`src/rtl/fetch_pkg.sv`:
```
// Shared types for the instruction prefetch queue.
// Entry layout, FSM encoding and the sequential PC increment.
package fetch_pkg;

    localparam int FQ_XLEN = 32;

    localparam logic [FQ_XLEN-1:0] PC_STEP = 32'd4;

    typedef enum logic [1:0] {
        IDLE  = 2'd0,
        FETCH = 2'd1,
        DRAIN = 2'd2
    } fq_state_t;

    typedef struct packed {
        logic [FQ_XLEN-1:0] instr;
        logic [FQ_XLEN-1:0] pc;
    } fq_entry_t;

endpackage

```
`src/rtl/fetch_fifo.sv`:
```
// Synchronous FIFO of fetched {instr, pc} entries with a flush input.
// Head is read combinationally; clear wins over push and pop.
module fetch_fifo
    import fetch_pkg::*;
#(
    parameter int DEPTH = 4
) (
    input  logic                     clk,
    input  logic                     rst,
    input  logic                     clear,
    input  logic                     push,
    input  fq_entry_t                push_data,
    input  logic                     pop,
    output fq_entry_t                head,
    output logic [$clog2(DEPTH):0]   count
);

    localparam int AW = $clog2(DEPTH);

    fq_entry_t       mem_q [DEPTH];
    logic [AW-1:0]   rd_ptr_q;
    logic [AW-1:0]   rd_ptr_d;
    logic [AW-1:0]   wr_ptr_q;
    logic [AW-1:0]   wr_ptr_d;
    logic [AW:0]     count_q;
    logic [AW:0]     count_d;
    logic            do_push;
    logic            do_pop;

    always_comb begin
        do_push  = push && !clear;
        do_pop   = pop && !clear && (count_q != '0);
        rd_ptr_d = rd_ptr_q;
        wr_ptr_d = wr_ptr_q;
        count_d  = count_q;
        if (clear) begin
            rd_ptr_d = '0;
            wr_ptr_d = '0;
            count_d  = '0;
        end else begin
            if (do_push) begin
                wr_ptr_d = wr_ptr_q + 1'b1;
            end
            if (do_pop) begin
                rd_ptr_d = rd_ptr_q + 1'b1;
            end
            if (do_push && !do_pop) begin
                count_d = count_q + 1'b1;
            end else if (!do_push && do_pop) begin
                count_d = count_q - 1'b1;
            end
        end
    end

    always_ff @(posedge clk or negedge rst) begin
        if (!rst) begin
            rd_ptr_q <= '0;
            wr_ptr_q <= '0;
            count_q  <= '0;
        end else begin
            rd_ptr_q <= rd_ptr_d;
            wr_ptr_q <= wr_ptr_d;
            count_q  <= count_d;
        end
    end

    // Full-and-popping writes the slot being read; the read sees the old word.
    always_ff @(posedge clk or negedge rst) begin
        if (!rst) begin
            for (int i = 0; i < DEPTH; i++) begin
                mem_q[i] <= '0;
            end
        end else if (do_push) begin
            mem_q[wr_ptr_q] <= push_data;
        end
    end

    assign head  = mem_q[rd_ptr_q];
    assign count = count_q;

endmodule

```
`src/rtl/fetch_queue.sv`:
```
// Instruction prefetch queue: credit-limited sequential fetch, redirect flush.
// Optional FETCHQ_BYPASS_EN forwards a response straight to decode when empty.
module fetch_queue
    import fetch_pkg::*;
#(
    parameter int               WIDTH    = 32,
    parameter int               DEPTH    = 4,
    parameter logic [WIDTH-1:0] RESET_PC = '0
) (
    input  logic             clk,
    input  logic             rst,
    output logic             imem_req_valid,
    input  logic             imem_req_ready,
    output logic [WIDTH-1:0] imem_req_addr,
    input  logic             imem_resp_valid,
    input  logic [WIDTH-1:0] imem_resp_data,
    input  logic             redirect_valid,
    input  logic [WIDTH-1:0] redirect_pc,
    output logic             out_valid,
    input  logic             out_ready,
    output logic [WIDTH-1:0] out_instr,
    output logic [WIDTH-1:0] out_pc,
    output logic [WIDTH-1:0] out_pc_plus4
);

    localparam int             CW      = $clog2(DEPTH) + 1;
    localparam logic [CW:0]    DEPTH_W = (CW+1)'(DEPTH);

    fq_state_t        state_q;
    fq_state_t        state_d;
    logic [WIDTH-1:0] fetch_pc_q;
    logic [WIDTH-1:0] fetch_pc_d;
    logic [CW-1:0]    outst_q;
    logic [CW-1:0]    outst_d;
    logic [WIDTH-1:0] last_instr_q;
    logic [WIDTH-1:0] last_instr_d;
    logic [WIDTH-1:0] last_pc_q;
    logic [WIDTH-1:0] last_pc_d;

    logic [CW-1:0]    occ;
    logic [CW:0]      credit;
    logic             can_issue;
    logic             req_fire;
    logic             resp_live;
    logic             bypass;
    logic             push;
    logic             pop;
    logic [WIDTH-1:0] inflight_pc;
    logic [WIDTH-1:0] cur_instr;
    logic [WIDTH-1:0] cur_pc;
    fq_entry_t        push_data;
    fq_entry_t        head;

    fetch_fifo #(
        .DEPTH     (DEPTH)
    ) u_fifo (
        .clk       (clk),
        .rst       (rst),
        .clear     (redirect_valid),
        .push      (push),
        .push_data (push_data),
        .pop       (pop),
        .head      (head),
        .count     (occ)
    );

    // ---------------- FSM: state register ----------------
    always_ff @(posedge clk or negedge rst) begin
        if (!rst) begin
            state_q <= IDLE;
        end else begin
            state_q <= state_d;
        end
    end

    // ---------------- FSM: next state ----------------
    always_comb begin
        state_d = state_q;
        unique case (state_q)
            IDLE: begin
                state_d = FETCH;
            end
            FETCH: begin
                if (redirect_valid && (outst_d != '0)) begin
                    state_d = DRAIN;
                end
            end
            DRAIN: begin
                if (outst_d == '0) begin
                    state_d = FETCH;
                end
            end
            default: begin
                state_d = IDLE;
            end
        endcase
    end

    // ---------------- FSM: outputs ----------------
    always_comb begin
        credit         = {1'b0, occ} + {1'b0, outst_q};
        can_issue      = credit < DEPTH_W;
        imem_req_valid = (state_q == FETCH) && can_issue && !redirect_valid;
        resp_live      = imem_resp_valid && (state_q == FETCH)
                         && !redirect_valid;
    end

    assign imem_req_addr = fetch_pc_q;
    assign req_fire      = imem_req_valid && imem_req_ready;

    // In FETCH every in-flight request is sequential and ends at fetch_pc-4.
    assign inflight_pc = fetch_pc_q - (WIDTH'(outst_q) << 2);

    always_comb begin
        fetch_pc_d = fetch_pc_q;
        outst_d    = outst_q;
        if (req_fire) begin
            fetch_pc_d = fetch_pc_q + PC_STEP;
        end
        if (redirect_valid) begin
            fetch_pc_d = redirect_pc;
        end
        if (req_fire && !(imem_resp_valid && (outst_q != '0))) begin
            outst_d = outst_q + 1'b1;
        end else if (!req_fire && imem_resp_valid && (outst_q != '0)) begin
            outst_d = outst_q - 1'b1;
        end
    end

    always_ff @(posedge clk or negedge rst) begin
        if (!rst) begin
            fetch_pc_q <= RESET_PC;
            outst_q    <= '0;
        end else begin
            fetch_pc_q <= fetch_pc_d;
            outst_q    <= outst_d;
        end
    end

`ifdef FETCHQ_BYPASS_EN
    assign bypass = resp_live && (occ == '0);
`else
    assign bypass = 1'b0;
`endif

    always_comb begin
        push_data       = '0;
        push_data.instr = imem_resp_data;
        push_data.pc    = inflight_pc;
        push            = resp_live && !(bypass && out_ready);
        pop             = (occ != '0) && out_ready && !redirect_valid;
    end

    // Decode side; hold the last presented entry while nothing is valid.
    always_comb begin
        out_valid    = (occ != '0) || bypass;
        cur_instr    = bypass ? imem_resp_data : head.instr;
        cur_pc       = bypass ? inflight_pc : head.pc;
        last_instr_d = last_instr_q;
        last_pc_d    = last_pc_q;
        if (out_valid) begin
            last_instr_d = cur_instr;
            last_pc_d    = cur_pc;
        end
        out_instr    = out_valid ? cur_instr : last_instr_q;
        out_pc       = out_valid ? cur_pc : last_pc_q;
        out_pc_plus4 = out_pc + PC_STEP;
    end

    always_ff @(posedge clk or negedge rst) begin
        if (!rst) begin
            last_instr_q <= '0;
            last_pc_q    <= '0;
        end else begin
            last_instr_q <= last_instr_d;
            last_pc_q    <= last_pc_d;
        end
    end

endmodule
```
`config.mk`:
```
export PLATFORM = sky130hd
export DESIGN_NAME = fetch_queue
export DESIGN_NICKNAME = d
export VERILOG_FILES = /design/src/rtl/fetch_pkg.sv /design/src/rtl/fetch_fifo.sv /design/src/rtl/fetch_queue.sv
export SDC_FILE = /design/constraint.sdc
export NUM_CORES = 1
export LEC_CHECK = 0
export CAP_MARGIN = 20
export CORE_MARGIN = 8
export CORE_UTILIZATION = 55
export DETAILED_ROUTE_END_ITERATION = 6
export PLACE_DENSITY = 0.79
export RECOVER_POWER = 100
export SLEW_MARGIN = 20
export SYNTH_ARGS = -nofsm -noshare
export SYNTH_HDL_FRONTEND = slang
export SYNTH_SLANG_ARGS = --single-unit
```
`constraint.sdc`:
```
create_clock -name clk -period 9 [get_ports clk]
set_input_delay 1.8 -clock clk [delete_from_list [all_inputs] [get_ports clk]]
set_output_delay 1.8 -clock clk [all_outputs]
set_load 0.02 [all_outputs]
```
# After elaboration in Yosys (flattened, before gate mapping)
# Cells that the tools add are included.
# totals
regBits	364
input_bits	70
out_inout_bits	130
wordCells	91
# op_classes
add_sub_neg	10
n_lt_le_gt_ge	4
eq_ne	4
mux	22
bitwise	2
reduce_logical	33
# op_table
operator	n
$bwmux 256	1
$mux 64	3
$bmux 64 s2	1
$demux 64 s2	1
$mux 32	4
$add 32x3->32 const B	2
$sub 32x5->32	1
$logic_and 1x1->1	18
$mux 3	5
$mux 2	6
$reduce_bool 3->1	4
$add 3x1->3 const B	2
$ge 3x3->1 const B	2
$not 2->3	2
$pmux 2 s3	1
$reduce_bool 2->1	3
$sub 3x1->3 const B	2
$logic_not 1->1	5
$add 2x1->2 const B	2
$add 3x3->4	1
$lt 4x3->1 const B	1
$ne 2x2->1 const B	2
$logic_not 3->1	1
$lt 3x1->1 const B	1
4 further kinds	4

# Longest topological paths before layout
# Gate-level depths: netlist of run 1.
# depth
word_depth	14
ltp_mapped	16
depth_no_buf	10

# By module
# Synthesis of run 1 repeated with hierarchy kept, for this count alone.
# unflattened
hier_cells	1384
hier_area_um2	18756.7
# by_module_without_submodules
module	n_inst	cells_each	area_per_inst_um2	seq_area_each_um2
fetch_fifo	1	671	12788.5	6581.3
fetch_queue	1	713	5968.2	2527.4

# Least setup slack after synthesis of run 1
# OpenSTA, ideal clock, no wires.
# synth_timing
path_kind	reg-to-output
from	register u_fifo.count_q[0], in the netlist u_fifo.count[0]
to	output port out_pc_plus4[30]
t_arrival_ns	3.948
required_time_ns	7.200
setup_slack_ns	3.252
stages_incl_launch_ff	17
n_path_buf	6
path_cell_list	dfrtp_1 nor3_2 inv_1 buf_2 buf_4 clkbuf_1 clkbuf_1 buf_1 nand2_1 nand2_1 ha_1 nand4_1 a22o_1 nand2b_1 clkbuf_1 nor4b_1 xor2_1
# synth_via
elab_chain_cells	3
# synth_rtl
element	line_no	source
start: declaration	fetch_fifo.sv:25	logic [AW:0] count_q;
start signal: assignment	fetch_fifo.sv:63	count_q <= count_d;
$reduce_bool 3->1	fetch_queue.sv:156	out_valid = (occ != '0) || bypass;
via out_valid	fetch_queue.sv:19	output logic out_valid,
$mux 32	--	
via out_pc[3]	fetch_queue.sv:22	output logic [WIDTH-1:0] out_pc,
$add 32x3->32	fetch_queue.sv:167	out_pc_plus4 = out_pc + PC_STEP;
end: declaration	fetch_queue.sv:23	output logic [WIDTH-1:0] out_pc_plus4
# The timed path passes the listed nets, and every way through them passes these cells.

# Final worst setup path of run 1
# layout_timing
from	register u_fifo.count_q[2], in the netlist u_fifo.count[2]
to	output port out_pc_plus4[30]
# layout_via
elab_chain_cells	3
# layout_rtl
element	line_no
$reduce_bool 3->1	fetch_queue.sv:156
$mux 32	--
$add 32x3->32	fetch_queue.sv:167
# Every way passes these cells.

==> reports/metrics.csv, run 1 <==
stage,metric,value,unit
drt,First-pass DRT Iterations,5,
drt,M1 wire length,20.0,mm
cells_and_area,area grow syn2layout,19.7,%
clock_network,Bufs on Longest Clock Path,3,
drt,Via Count,13900,
clock_network,CTS tree,done,
clock_network,Clock transition at path regs,60,ps
synth,sequential area share after synthesis,0.527,
grt,vias in the first global route,14600,
synth,number of flops mapped to enable cells by yosys,0,
drt,routed vias/inst,5.85,
sta,setup ws final,1700,ps
floorplanning,Initial Util,0.553,
synth,Yosys cell types,60,
setup_path,crit path kind,register to output port,
sta,worst relative slew slack,-1.78,
job,total of max-cap violations,11,
drt,mean routed wirelength per cell,19.5,um
floorplanning,die area,37300,sq um
drt,Iteration-0 DRC Markers,1403,
floorplanning,# IOs,200,
setup_path,Worst EP required,7200,ps
setup_path,Worst EP arrival,5500,ps
drt,top sig layer,met5,
clock_network,post-CTS resize count,0,
sta,Hold Fails Final Rpt,0,
clock_network,Num CTS Buffers,39,
sta,crit path time final,7300,ps
sta,Pins Over Slew Limit,528,
setup_path,CP Max Fanout,71,
clock_network,CTS Sinks,364,
synth,"Async S/R FF share, synth",1.00,
drt,Routed WL,46.5,mm
sta,fmax,0.137,GHz
synth,Mean Syn Cell Area,9.53,sq um
clock_network,Setup Buffers After CTS,0,
sta,Worst-Margin Slew,4170,ps
grt,gr usage total,0.248,
placed_design,hpwl dp,29.1,mm
synth,area share of the largest cell type after synthesis,0.527,
cells_and_area,Final Net Count,2033,
sta,unrepaired setup endpoints after global routing,false,
placed_design,gpl congestion,0.850,
synth,Post-synth top flop,dfrtp_1,
clock_network,H-tree levels,2,
drt,WL met2,21.2,mm
placed_design,input/output buffers,199,
setup_path,startpoint types,register,
grt,first-pass GRT wire length,76.6,mm
grt,GRT overflow,0,
cells_and_area,share of cells above drive strength 1,0.0754,
floorplanning,height of the chip,193,um
floorplanning,Die W,193,um
synth,Mapped Area,17300,sq um
power,Leakage Power,9.85,nW
drt,Final ANT Viol Nets,0,
power,Worst IR Drop VDD,0.000156,V
run_status,violated checks,"max-capacitance violations, max-slew violations",
sta,Max Clock Skew,12.0,ps
clock_network,clk root buf,clkbuf_16,
grt,largest net degree at the start of global routing,130,
sta,Post-Route Setup TNS,0,ps
floorplanning,Core Area,31200,sq um
synth,Mapped Nets,1899,
sta,Tcrit/Tclk final,0.811,
grt,initial antenna violation count,2,
setup_path,endpoint class of the critical path,output port,
clock_network,worst skew pair latency,520,ps
synth,cell count after synthesis,1813,
cells_and_area,Final Core Density,0.663,
drt,met3 routed WL,4.12,mm
power,Pwr per Cell Area,351,nW/um^2
run_status,status,finished with violations,
worst_hold_path,worst min path class,register to register,
synth,Synth area leaders,"dfrtp_1 53%, nand2_1 16%, mux4_2 7.2%",
sta,final setup fails,0,
synth,"area leader, netlist",dfrtp_1,
placed_design,"worst slack, placed",2760,ps
drt,Remaining DRCs,0,
floorplanning,Rows,65,
clock_network,hold_buf cts,0,
synth,Seq cells post-synth,364,
synth,synth warn,0,
-- state kept, by name, summed over array words and instances, names as in the netlist --
signal	cells
u_fifo.mem_q	256
imem_req_addr	32
last_instr_q	32
last_pc_q	32
outst_q	3
u_fifo.count	3
state_q	2
u_fifo.rd_ptr_q	2
u_fifo.wr_ptr_q	2
-- Yosys cell counts (2+ instances only) --
library cell / count
nand3_1: 35
mux2i_1: 12
ha_1: 14
nor4_1: 10
mux4_2: 55
buf_1: 9
xor2_1: 32
inv_1: 24
or3_1: 4
nand3b_1: 3
and3_1: 8
nand4b_1: 2
buf_6: 3
or4_4: 4
mux4_1: 9
fa_1: 2
or2_2: 3
nor3b_1: 4
mux2_2: 7
nor2b_1: 5
nand2b_1: 7
nor2_1: 43
xnor2_1: 30
dfrtp_1: 364
o211ai_1: 6
clkbuf_1: 94
o31ai_1: 3
nor3_1: 21
and2_1: 8
a21oi_1: 10
nand4_1: 14
buf_4: 6
a31oi_1: 20
a221o_1: 7
or4_1: 2
o21ai_0: 147
nand2_1: 738
o311ai_0: 14
a21o_1: 2
and4_1: 4
buf_2: 9
-- routing by layer --
layer	up-vias	GRT usage
met5	-	0
met4	2	0.0744
met3	86	0.0654
met2	574	0.390
met1	6910	0.337
li1	6341	-
-- placed cells by master (no fill, tap or decap), types with 5 or more instances in the layout --
cell / count
nor3_1: 22
inv_1: 24
clkbuf_8: 13
nand2b_1: 7
nand3_1: 35
clkbuf_16: 41
xnor2_1: 30
mux4_2: 55
mux4_1: 9
ha_1: 14
a221o_1: 7
mux2_2: 6
clkbuf_1: 16
a21oi_1: 10
a31oi_1: 20
mux2i_1: 12
nor4_1: 10
xor2_1: 32
nor2_1: 42
dfrtp_1: 362
and2_0: 6
o311ai_0: 14
nand2_1: 734
dlygate4sd3_1: 131
nor2b_1: 5
o21ai_0: 148
o211ai_1: 6
and3_1: 8
nand4_1: 14
clkdlybuf4s50_1: 67
buf_4: 7
-- critical path, stage by stage (launching register included) --
cell           delay (ps)
dfrtp_1               420
nor3_1                240
buf_4                 670
inv_1                 870
mux2i_1               300
inv_1                 160
ha_1                  220
nand4_1               140
a22o_1                330
nand2b_1              340
nor4b_1               410
xor2_1                170
dlygate4sd3_1         690
-- cell families (layout without fill, tap and decap cells) --
group | count (synthesis) | count (layout) | share of synthesized area
simple gates | 925 | 925 | 0.224
flops | 364 | 364 | 0.527
compound gates | 218 | 218 | 0.0729
buf+inv | 145 | 307 | 0.0348
mux | 83 | 83 | 0.0969
xor+xnor | 62 | 62 | 0.0314
fa+ha+maj | 16 | 16 | 0.0125
other cells | 0 | 1 | 0
-- layout make-up --
type                    instances  area, sq um
diodes                          1         2.50
clock buffers                  62         1230
clock inverters                 7         90.1
fillers                      2406        10500
inverters                      24         90.1
multi-input cells            1304         7580
flip-flops and latches        364         9110
well taps                     402          503
repair buffers                214         2080
-- power breakdown --
part           leakage, nW  switching [mW]  internal [mW]
clock network        0.648           0.642          0.996
logic                 4.43            1.76           1.26
registers             4.77           0.420           2.19
total                 9.85            2.82           4.45
-- per-stage QoR --
| step | hold WS, ps | power [mW] | instance area (sq um) | instances |
|---|---|---|---|---|
| 2_1_floorplan | 440 | 4.46 | 17300 | 1813 |
| 3_3_place_gp | 446 | 5.66 | 19400 | 2308 |
| 3_5_place_dp | 450 | 5.78 | 19400 | 2308 |
| 4_1_cts | 463 | 7.45 | 20700 | 2377 |
| 5_1_grt | 490 | 7.69 | 20700 | 2378 |
| 6_report | 453 | 7.27 | 20700 | 2378 |
-- worst paths after layout --
check / from / to / slack (ps) / depth (start not counted)
worst max-delay path: u_fifo.count[2] / out_pc_plus4[30] / 1700 / 12
worst min-delay path: last_instr_q[1] / last_instr_q[1] / 450 / 2
worst max register to register: u_fifo.count[0] / last_instr_q[2] / 4820 / 6
worst min register to register: last_instr_q[1] / last_instr_q[1] / 450 / 2
max in group asynchronous: rst / u_fifo.mem_q[83] / 3030 / 2
min in group asynchronous: rst / imem_req_addr[17] / 1320 / 1
(Power assumes the default switching activity.)
==> run 2, diff against run 1 <==
--- a/config.mk
+++ b/config.mk
@@ -7,9 +7,9 @@
 export LEC_CHECK = 0
 export CAP_MARGIN = 20
 export CORE_MARGIN = 8
-export CORE_UTILIZATION = 55
+export CORE_UTILIZATION = 51
 export DETAILED_ROUTE_END_ITERATION = 6
-export PLACE_DENSITY = 0.79
+export PLACE_DENSITY = 0.77
 export RECOVER_POWER = 100
 export SLEW_MARGIN = 20
 export SYNTH_ARGS = -nofsm -noshare
==> constraint.sdc (replaced) <==
create_clock -name clk -period 6.25 [get_ports clk]
set_input_delay 1.25 -clock clk [delete_from_list [all_inputs] [get_ports clk]]
set_output_delay 1.25 -clock clk [all_outputs]
set_load 0.02 [all_outputs]
==> run 2 against run 1 <==
- the run still ends with max-capacitance violations, max-slew violations left
- worst setup slack lost 1300 ps
- design area grew 0.14%
- non-clock buffer count grew 1
==> reports/metrics.csv, run 2 (synthesis results as in run 1) <==
stage,metric,value,unit,change
run_status,status,finished with violations,,
run_status,violated checks,"max-capacitance violations, max-slew violations",,
worst_hold_path,worst min path class,register to register,,
drt,Routed WL,46.5,mm,+0.12%
grt,initial antenna violation count,3,,+1
clock_network,H-tree levels,2,,unchanged
sta,crit path time final,5810,ps,
drt,mean routed wirelength per cell,19.2,um,-1.7%
grt,vias in the first global route,13900,,-4.5%
floorplanning,height of the chip,200,um,+3.5%
cells_and_area,design area,20700,sq um,+0.14%
drt,Final ANT Viol Nets,0,,unchanged
drt,routed vias/inst,5.69,,-2.8%
clock_network,Setup Buffers After CTS,0,,unchanged
placed_design,DP Area,19500,sq um,+0.44%
clock_network,clk root buf,clkbuf_16,,
setup_path,startpoint types,register,,
clock_network,worst skew pair latency,530,ps,about the same
clock_network,Clock transition at path regs,60,ps,about the same
power,clock power share,0.222,,-0.003
cells_and_area,most frequent cells in the layout,"737 x nand2_1, 363 x dfrtp_1, 148 x o21ai_0",,
job,total of max-cap violations,11,,unchanged
sta,Post-Route Setup TNS,0,ps,unchanged
setup_path,Worst EP required,5000,ps,-2200 ps
cells_and_area,Top reg by flops,u_fifo.mem_q,,
clock_network,post-CTS resize count,0,,unchanged
clock_network,hold_buf cts,0,,unchanged
placed_design,gpl congestion,0.824,,-3.1%
cells_and_area,Layout Cells excl Fill,2423,,+1.9%
cells_and_area,Final Core Density,0.619,,-0.0430
sta,unrepaired setup endpoints after global routing,false,,
power,Pwr per Cell Area,504,nW/um^2,+43%
cells_and_area,Final Net Count,2034,,+0.049%
setup_path,CP Max Fanout,29,,-59%
cells_and_area,max reg flops,256,,unchanged
floorplanning,Core Area,33400,sq um,+7.1%
sta,fmax,0.172,GHz,
placed_design,placed cells,2355,,+2.0%
power,Leakage Power,9.83,nW,-0.19%
power,Comb power frac,0.420,,+0.005
floorplanning,Initial Util,0.517,,-0.0367
power,sw frac,0.390,,+0.00175
power,P_sw,4.07,mW,+44%
sta,worst relative slew slack,-1.48,,+0.303
sta,Max Clock Skew,17.2,ps,+5.15 ps
floorplanning,Rows,67,,+3.1%
clock_network,CTS tree,done,,
floorplanning,die area,40000,sq um,+7.2%
cells_and_area,area grow syn2layout,19.9,%,
sta,Hold Fails Final Rpt,0,,unchanged
setup_path,Worst EP arrival,4560,ps,-940 ps
clock_network,CTS Sinks,364,,unchanged
floorplanning,# IOs,200,,unchanged
floorplanning,Die W,200,um,+3.5%
grt,GRT overflow,0,,unchanged
drt,Remaining DRCs,0,,unchanged
drt,Iteration-0 DRC Markers,1429,,+1.9%
cells_and_area,share of cells above drive strength 1,0.0750,,-0.000430
power,Pint,6.37,mW,+43%
sta,final setup fails,0,,unchanged
cells_and_area,"most common cell after layout, fill and taps aside",nand2_1,,
placed_design,hpwl dp,30.2,mm,+3.8%
placed_design,input/output buffers,199,,unchanged
sta,Tcrit/Tclk final,0.930,,
sta,Worst-Margin Slew,3720,ps,-454 ps
power,Worst IR Drop VDD,0.000335,V,+110%
drt,First-pass DRT Iterations,5,,unchanged
power,sequential power share,0.358,,about the same
grt,first-pass GRT wire length,74.0,mm,-3.4%
clock_network,Bufs on Longest Clock Path,3,,unchanged
drt,Via Count,13800,,-0.96%
sta,Pins Over Slew Limit,667,,+26%
setup_path,crit path kind,register to output port,,
setup_path,endpoint class of the critical path,output port,,
grt,gr usage total,0.231,,-0.0170
clock_network,Num CTS Buffers,39,,unchanged
cells_and_area,Layout fillers,2624,,+9.1%
grt,largest net degree at the start of global routing,149,,+15%
==> run 2: routing by layer <==
metal	track usage	vias to the layer above	share of wire
met5	0	-	0.00028
met2	0.363	522	0.46
li1	-	6341	-
met4	0.0621	2	0.017
met3	0.0503	64	0.082
met1	0.324	6851	0.44
==> run 2: final cells by class <==
class                           count  area (sq um)  share of cell area
Clock buffer                       54          1130              0.0548
Timing Repair Buffer              215          2090               0.101
Multi-Input combinational cell   1304          7580               0.366
Sequential cell                   364          9110               0.440
Clock inverter                     12           149             0.00719
Inverter                           24          90.1             0.00435
Antenna cell                        2          5.00            0.000242
Tap cell                          448           561              0.0271
==> run 2: final timing paths <==
kind | startpoint | end | slack, ps | cells after the start
max in group asynchronous | rst | u_fifo.mem_q[113] | 1460 | 2
setup reg to reg | state_q[0] | u_fifo.mem_q[154] | 2650 | 4
hold reg to reg | last_instr_q[15] | last_instr_q[15] | 460 | 2
hold / removal | last_instr_q[15] | last_instr_q[15] | 460 | 2
min in group asynchronous | rst | imem_req_addr[14] | 740 | 1
setup / recovery | u_fifo.count[1] | out_pc_plus4[31] | 440 | 9
==> run 2: power groups by stage <==
stage          combinational, mW  sequential, mW  clock (mW)
2_1_floorplan               2.90            3.52           0
3_3_place_gp                4.49            3.70           0
3_5_place_dp                4.60            3.75           0
4_1_cts                     4.63            3.72        2.35
5_1_grt                     4.77            3.83        2.43
6_report                    4.39            3.73        2.32
==> run 2: through the flow <==
stage	worst slack [ps]	power [mW]	hold WS (ps)
after global routing	174	11.0	487
after detailed placement	1070	8.35	454
after floorplan	1050	6.42	440
after CTS	510	10.7	467
after global placement	1230	8.20	448
final	440	10.4	458
==> run 2: critical path, stage by stage, from the launching register on <==
cell and delay, ps:
dfrtp_1 460, nor3_4 100, inv_2 470, clkbuf_2 630, nand2_1 170, o21ai_0 390
nand2b_1 440, nor4_1 510, xor2_1 170, dlygate4sd3_1 690
